**config.mk**
```make
export PLATFORM = sky130hd
export DESIGN_NAME = stream_arbiter_flat
export DESIGN_NICKNAME = d
export VERILOG_FILES = /design/src/rtl/stream_arbiter_if.sv /design/src/rtl/stream_arbiter.sv /design/src/flat_wrapper.sv
export SDC_FILE = /design/constraint.sdc
export NUM_CORES = 1
export LEC_CHECK = 0
export BUFFER_PORTS_ARGS = -buffer_cell sky130_fd_sc_hd__buf_2
export CORE_MARGIN = 1.5
export CORE_UTILIZATION = 46
export CTS_CLUSTER_DIAMETER = 50
export DETAILED_ROUTE_END_ITERATION = 10
export PLACE_DENSITY = 0.79
export SLEW_MARGIN = 10
export SYNTH_ARGS = -nofsm -noshare
export SYNTH_HDL_FRONTEND = slang
export SYNTH_SLANG_ARGS = --single-unit
```
**constraint.sdc**
```tcl
create_clock -name ACLK -period 5.2 [get_ports ACLK]
set_input_delay 0.26 -clock ACLK [delete_from_list [all_inputs] [get_ports ACLK]]
set_output_delay 0.26 -clock ACLK [all_outputs]
set_load 0.03 [all_outputs]
```
**src/rtl/stream_arbiter_if.sv**
```systemverilog
// Valid/ready bundle between OUTPUT_NUM upstream channels and one downstream port.
// The slave modport is the arbiter's view and the master modport is the environment's view.
interface stream_arbiter_if #(
    parameter int OUTPUT_NUM = 5,
    parameter int DATA_WIDTH = 16
);
    logic [OUTPUT_NUM*DATA_WIDTH-1:0] data_i;
    logic [OUTPUT_NUM-1:0]            valid_i;
    logic [OUTPUT_NUM-1:0]            ready_o;
    logic [DATA_WIDTH-1:0]            data_o;
    logic                             valid_o;
    logic                             ready_i;

    modport slave (
        input  data_i,
        input  valid_i,
        input  ready_i,
        output ready_o,
        output data_o,
        output valid_o
    );

    modport master (
        output data_i,
        output valid_i,
        output ready_i,
        input  ready_o,
        input  data_o,
        input  valid_o
    );
endinterface

```
**src/rtl/stream_arbiter.sv**
```systemverilog
// N-to-1 round-robin stream arbiter with a zero-latency datapath.
// The grant is locked while downstream stalls so that the output word stays stable.
module stream_arbiter #(
    parameter int OUTPUT_NUM = 5,
    parameter int DATA_WIDTH = 16
) (
    input logic              ACLK,
    input logic              ARESETn,
    stream_arbiter_if.slave  s
);
    localparam int PW = $clog2(OUTPUT_NUM);
    typedef logic [PW-1:0] idx_t;

    idx_t ptr_q, ptr_d;
    idx_t lock_idx_q, lock_idx_d;
    logic locked_q, locked_d;
    idx_t grant;
    logic found;
    logic valid_int;
    int   j;

    // Search order starts at ptr and wraps; a held lock overrides the search
    always_comb begin
        grant = '0;
        found = 1'b0;
        j     = 0;
        for (int i = 0; i < OUTPUT_NUM; i++) begin
            j = (int'(ptr_q) + i) % OUTPUT_NUM;
            if (!found && s.valid_i[j]) begin
                grant = idx_t'(j);
                found = 1'b1;
            end
        end
        if (locked_q) begin
            grant = lock_idx_q;
        end
    end

    assign valid_int = locked_q | (|s.valid_i);

    // ARESETn is active-high: outputs are live only when it is low
    always_comb begin
        s.valid_o = 1'b0;
        s.data_o  = '0;
        s.ready_o = '0;
        if (!ARESETn && valid_int) begin
            s.valid_o = 1'b1;
            s.data_o  = s.data_i[int'(grant)*DATA_WIDTH +: DATA_WIDTH];
            for (int i = 0; i < OUTPUT_NUM; i++) begin
                s.ready_o[i] = s.ready_i && (grant == idx_t'(i));
            end
        end
    end

    always_comb begin
        ptr_d      = ptr_q;
        locked_d   = locked_q;
        lock_idx_d = lock_idx_q;
        if (valid_int) begin
            if (s.ready_i) begin
                ptr_d    = (grant == idx_t'(OUTPUT_NUM - 1)) ? '0 : grant + 1'b1;
                locked_d = 1'b0;
            end else begin
                locked_d   = 1'b1;
                lock_idx_d = grant;
            end
        end
    end

    always_ff @(posedge ACLK) begin
        if (ARESETn) begin
            ptr_q      <= '0;
            locked_q   <= 1'b0;
            lock_idx_q <= '0;
        end else begin
            ptr_q      <= ptr_d;
            locked_q   <= locked_d;
            lock_idx_q <= lock_idx_d;
        end
    end
endmodule

```
**src/flat_wrapper.sv**
```systemverilog
// flat-port wrapper written by rule: the top's interface ports become plain ports
module stream_arbiter_flat 
#(
    parameter int OUTPUT_NUM = 5,
    parameter int DATA_WIDTH = 16
)
  (ACLK, ARESETn, s_data_i, s_valid_i, s_ready_i, s_ready_o, s_data_o, s_valid_o);
  stream_arbiter_if #(.OUTPUT_NUM(OUTPUT_NUM), .DATA_WIDTH(DATA_WIDTH)) s_i ();
  input logic ACLK;
  input logic ARESETn;
  input wire logic [$bits(s_i.data_i)-1:0] s_data_i;
  input wire logic [$bits(s_i.valid_i)-1:0] s_valid_i;
  input wire logic [$bits(s_i.ready_i)-1:0] s_ready_i;
  output wire logic [$bits(s_i.ready_o)-1:0] s_ready_o;
  output wire logic [$bits(s_i.data_o)-1:0] s_data_o;
  output wire logic [$bits(s_i.valid_o)-1:0] s_valid_o;
  assign s_i.data_i = s_data_i;
  assign s_i.valid_i = s_valid_i;
  assign s_i.ready_i = s_ready_i;
  assign s_ready_o = s_i.ready_o;
  assign s_data_o = s_i.data_o;
  assign s_valid_o = s_i.valid_o;
  stream_arbiter #(.OUTPUT_NUM(OUTPUT_NUM), .DATA_WIDTH(DATA_WIDTH)) u_core (.ACLK(ACLK), .ARESETn(ARESETn), .s(s_i));
endmodule
```
# After elaboration in Yosys (flattened, before gate mapping)
# Index checks and enable logic that the tools add are counted.
# Widths: inputs -> output; s select.
totals:
  word_cells: 74
  out_inout_bits: 22
  reg_bits: 7
  in_bits: 88
classes:
  n_mux: 30
  add_sub_neg: 5
  magnitude_cmp: 5
  n_reduce_logical: 19
  bitwise_logic: 2
  n_div: 5
  shifts: 1
  n_eq_ne: 4
op_table:
  columns: ["cell", "count"]
  rows:
  - ["$lt 32x5->1 const B", 5]
  - ["$mod 32x4->32 const B", 4]
  - ["$shiftx 80x8->16", 1]
  - ["$mod 4x4->32 const B", 1]
  - ["$mux 3", 7]
  - ["$mux 1", 16]
  - ["$mux 16", 1]
  - ["$bmux 1 s3", 5]
  - ["$logic_and 1x1->1", 10]
  - ["$add 3x2->4 const B", 2]
  - ["$eq 3x2->1 const B", 2]
  - ["$logic_not 1->1", 5]
  - ["$mux 5", 1]
  - ["$reduce_or 5->1", 1]
  - ["$add 3x1->4 const B", 1]
  - ["$add 3x3->4 const B", 1]
  - ["$reduce_and 2->1", 2]
  - ["$add 3x1->3 const B", 1]
  - ["$eq 3x1->1 const B", 1]
  - ["$eq 3x3->1 const B", 1]
  - ["$logic_not 3->1", 1]
  - ["$not 1->1", 1]
  - ["$or 1x1->1", 1]

# Longest topological paths before layout
logic_depth:
  depth_word: 21
  depth_mapped: 25
  ltp_nobuf: 21

# Worst setup path before layout
# No wires, ideal clock.
synth_path:
  path_kind: "register to output"
  from: "register u_core.ptr_q[0]"
  to: "output port s_ready_o[2]"
  stages_incl_launch_ff: 23
  arrival_time_ps: 5099
  setup_slack_ps: -159
  cell_sequence: "dfxtp_1 buf_6 buf_6 clkinv_1 ha_1 xnor2_2 inv_2 ha_1 nor2_1 a211o_1 nand2_1 ha_1 nor2b_1 a2111oi_4 a211oi_4 mux2i_1 o22ai_2 o211ai_1 a21oi_1 o221ai_1 buf_4 buf_2 nor3b_1"
synth_between:
  elab_chain_cells: 21
  elab_cells_between_ends: 45
  cone_classes: "4 x add/sub; 5 x div; 1 x eq/ne; 26 x mux; 9 x reduce/logical"
synth_rtl:
  columns: ["item", "line_no", "text"]
  rows:
  - ["start: declaration", "stream_arbiter.sv:14", "idx_t ptr_q, ptr_d;"]
  - ["start signal: assignment", "stream_arbiter.sv:76", "ptr_q <= ptr_d;"]
  - ["branches (longest 16 deep; another with $mod 32x4->32)", null, null]
  - ["$mux 3 (*)", "stream_arbiter.sv:29", "if (!found && s.valid_i[j]) begin"]
  - ["$mux 3 (*)", "stream_arbiter.sv:34", "if (locked_q) begin"]
  - ["$eq 3x2->1 (*)", "stream_arbiter.sv:50", "s.ready_o[i] = s.ready_i && (grant == idx_t'(i));"]
  - ["$logic_and 1x1->1 (*)", "stream_arbiter.sv:50", null]
  - ["$mux 5 (*)", "stream_arbiter.sv:46", "if (!ARESETn && valid_int) begin"]
  - ["end: declaration", "flat_wrapper.sv:14", "output wire logic [$bits(s_i.ready_o)-1:0] s_ready_o;"]
# Mark *: on every way between the ends. The select of a mux whose other input is x is not followed.

# Final worst setup path
layout_path:
  from: "register u_core.ptr_q[1]"
  to: "output port s_data_o[11]"
layout_between:
  elab_chain_cells: 20
  elab_cells_between_ends: 44
  cone_classes: "4 x add/sub; 5 x div; 1 x shift; 26 x mux; 8 x reduce/logical"
layout_rtl:
  columns: ["item", "line_no", "text"]
  rows:
  - ["branches (longest 16 deep; another with $mod 32x4->32)", null, null]
  - ["$mux 3 (*)", "stream_arbiter.sv:29", null]
  - ["$mux 3 (*)", "stream_arbiter.sv:34", null]
  - ["$shiftx 80x8->16 (*)", "stream_arbiter.sv:48", "s.data_o = s.data_i[int'(grant)*DATA_WIDTH +: DATA_WIDTH];"]
  - ["$mux 16 (*)", "stream_arbiter.sv:46", null]
  - ["end: declaration", "flat_wrapper.sv:15", "output wire logic [$bits(s_i.data_o)-1:0] s_data_o;"]
# Marked as above.

==> impl_metrics.tcl <==
set metrics [dict create \
    max-clock-path-buffers 2 \
    die_area_sq_um 6450 \
    tightest_slew_ps 508 \
    worstPathMaxFanout 9 \
    root_buffer "clkbuf_8" \
    post_synth_num_cell_types 72 \
    n_antenna_cell 0 \
    htreeDepth 1 \
    synth_area_sq_um 2750 \
    postLayoutCellArea_sq_um 3630 \
    io_pins 110 \
    grt_max_degree 39 \
    hpwl_um 6770 \
    overflow 0 \
    wl_met3_um 564 \
    core_area_sq_um 5640 \
    syn_inst 346 \
    slew_headroom_pct 65.6 \
    first_global_vias 2916 \
    maxSlewViolCount 0 \
    clock_skew_ps 4.85 \
    layout.nets 563 \
    synth_enable_flop_cells 0 \
    yosysSeqAreaShare_pct 5.09 \
    fp.dieW_um 80.3 \
    async_reset_ff_share_pct 0 \
    antenna_found_initial 0 \
    wl_met1_um 3910 \
    drive_gt1_share_pct 39.4 \
    final_util_pct 64.3 \
    grt_pass1_wl_um 13700 \
    numCtsBuffers 3 \
    min_period_ps 5030 \
    final_common_cell "buf_2" \
    syn_nets 456 \
    syn_area_per_cell_sq_um 7.95 \
    drc 0 \
    setup_viol 0 \
    cts_tree "yes" \
    critPathCaptureType "output pin" \
    wl_per_cell_um 18.0 \
    met2_length_um 4710 \
    firstDrtPassIters 5 \
    post_drt_via_cell_ratio 6.34 \
    critPathKind "reg -> out" \
    cts_sinks 7 \
    mostFrequentLayoutCells "buf_2, mux2i_1, nor2_1, nand2_1, nand4_1" \
    placementRows 27 \
    synth_flop_cell "dfxtp_1" \
    yosys_warnings 0 \
    hp-class "in -> reg" \
    drv_cap 0 \
    fp.dieH_um 80.3 \
    status "finished, final reports clean" \
    ys_seq_elements 7 \
    required_ps 4940 \
    placed_area_sq_um 3360 \
    vias 3320 \
    cts.clk_slew.worst_paths_ps 40 \
    start_kind "register" \
    grt_use_total_pct 26.1 \
    clock_latency_ps 230 \
    start_util_pct 48.8 \
    drtIter0Drc 199 \
    fmax_mhz 199 \
    cp.arrival_ps 4770 \
    period_share_pct 96.8 \
    gp_congestion 0.878 \
    hold_viol 0 \
    wl_um 9430 \
    ant_nets 0 \
    top_layer "met4" \
    portBuffers 109 \
    area_delta_synth_final_pct 31.8 \
]
final cells by class:
cell class              count  area, sq um
inverters                  17         63.8
clock buffers               4         45.0
repair buffers            128          748
well taps                  72         90.1
multi-input cells         296         2540
flip-flops and latches      7          140
fillers                   453         2010
timing repair:
action                     4_1_cts  5_1_grt
hold endpoints to repair         0        0
buffers inserted                 1        4
hold buffers                     0        0
resized for setup                4       21
cloned                           1        3
setup endpoints to repair       16       21
pin swaps                        1        3
Yosys cell counts (all sizes together) (7+ instances only):
cell	number	area, sq um
nand2	21	78.8
mux2	7	78.8
nand3	8	52.6
nand3b	7	52.6
clkbuf	12	45.0
ha	21	263
a21oi	18	97.6
o221ai	20	188
buf	16	114
nand4	18	113
nor2	21	78.8
nand2b	7	43.8
xnor2	8	85.1
dfxtp	7	140
mux2i	38	380
o21ai	16	80.1
nor3	8	40.0
inv	16	60.1
cells by family (layout without fill, tap and decap cells):
family                   Yosys count  count (layout)  share of synthesized area, %
AO/OA/AOI/OAI                     96              96                          27.8
buffers and inverters             45             149                          8.09
XOR/XNOR                          10              10                          3.73
adder cells (fa/ha/maj)           22              22                          10.3
multiplexers                      50              50                          20.8
flip-flops                         7               7                          5.09
AND/OR/NAND/NOR                  116             118                          24.2
through the flow:
| stage | setup TNS [ps] | worst slack [ps] | cells | hold WS (ps) |
|---|---|---|---|---|
| floorplan | -1070 | -110 | 346 | 332 |
| global placement | 0 | 256 | 511 | 462 |
| detailed placement | 0 | 32.8 | 511 | 479 |
| CTS | 0 | 21.5 | 517 | 267 |
| global route | -154 | -30.4 | 524 | 280 |
| finish | 0 | 168 | 524 | 272 |
critical path, stage by stage (launching register included):
cell      delay, ps
dfxtp_1         350
inv_2            90
buf_4           170
ha_1            410
nor3_2          270
nand2b_1        150
xnor2_1          90
ha_1            210
fa_1            430
o21a_1          190
mux2_2          280
nand2_1         130
nand4_1         180
o41a_1          480
o31ai_2          90
and2_2          310
nand3_2         230
o221ai_1        260
buf_2           240
sequential cells by signal, indices dropped and copies added, names as in the netlist:
| name | flops |
|---|---|
| u_core.lock_idx_q | 3 |
| u_core.locked_q | 1 |
| u_core.ptr_q | 3 |
path summary, 6_finish.rpt:
check                         endpoint  cells past startpoint  slack [ps]                 start
setup reg to reg       u_core.ptr_q[2]                     21         560       u_core.ptr_q[0]
hold reg to reg   u_core.lock_idx_q[0]                      2         500  u_core.lock_idx_q[0]
setup / recovery          s_data_o[11]                     18         170       u_core.ptr_q[1]
hold / removal         u_core.locked_q                      2         270             s_ready_i
routing by layer:
| layer | vias to the layer above | global-route usage, % |
|---|---|---|
| met5 | - | 0 |
| met1 | 1592 | 35.0 |
| met3 | 23 | 2.95 |
| li1 | 1564 | - |
| met4 | 0 | 6.21 |
| met2 | 141 | 44.2 |
Power is left out: the tool's default activity adds up to more than one toggle a clock period on the data nets, which glitch-free logic cannot reach.
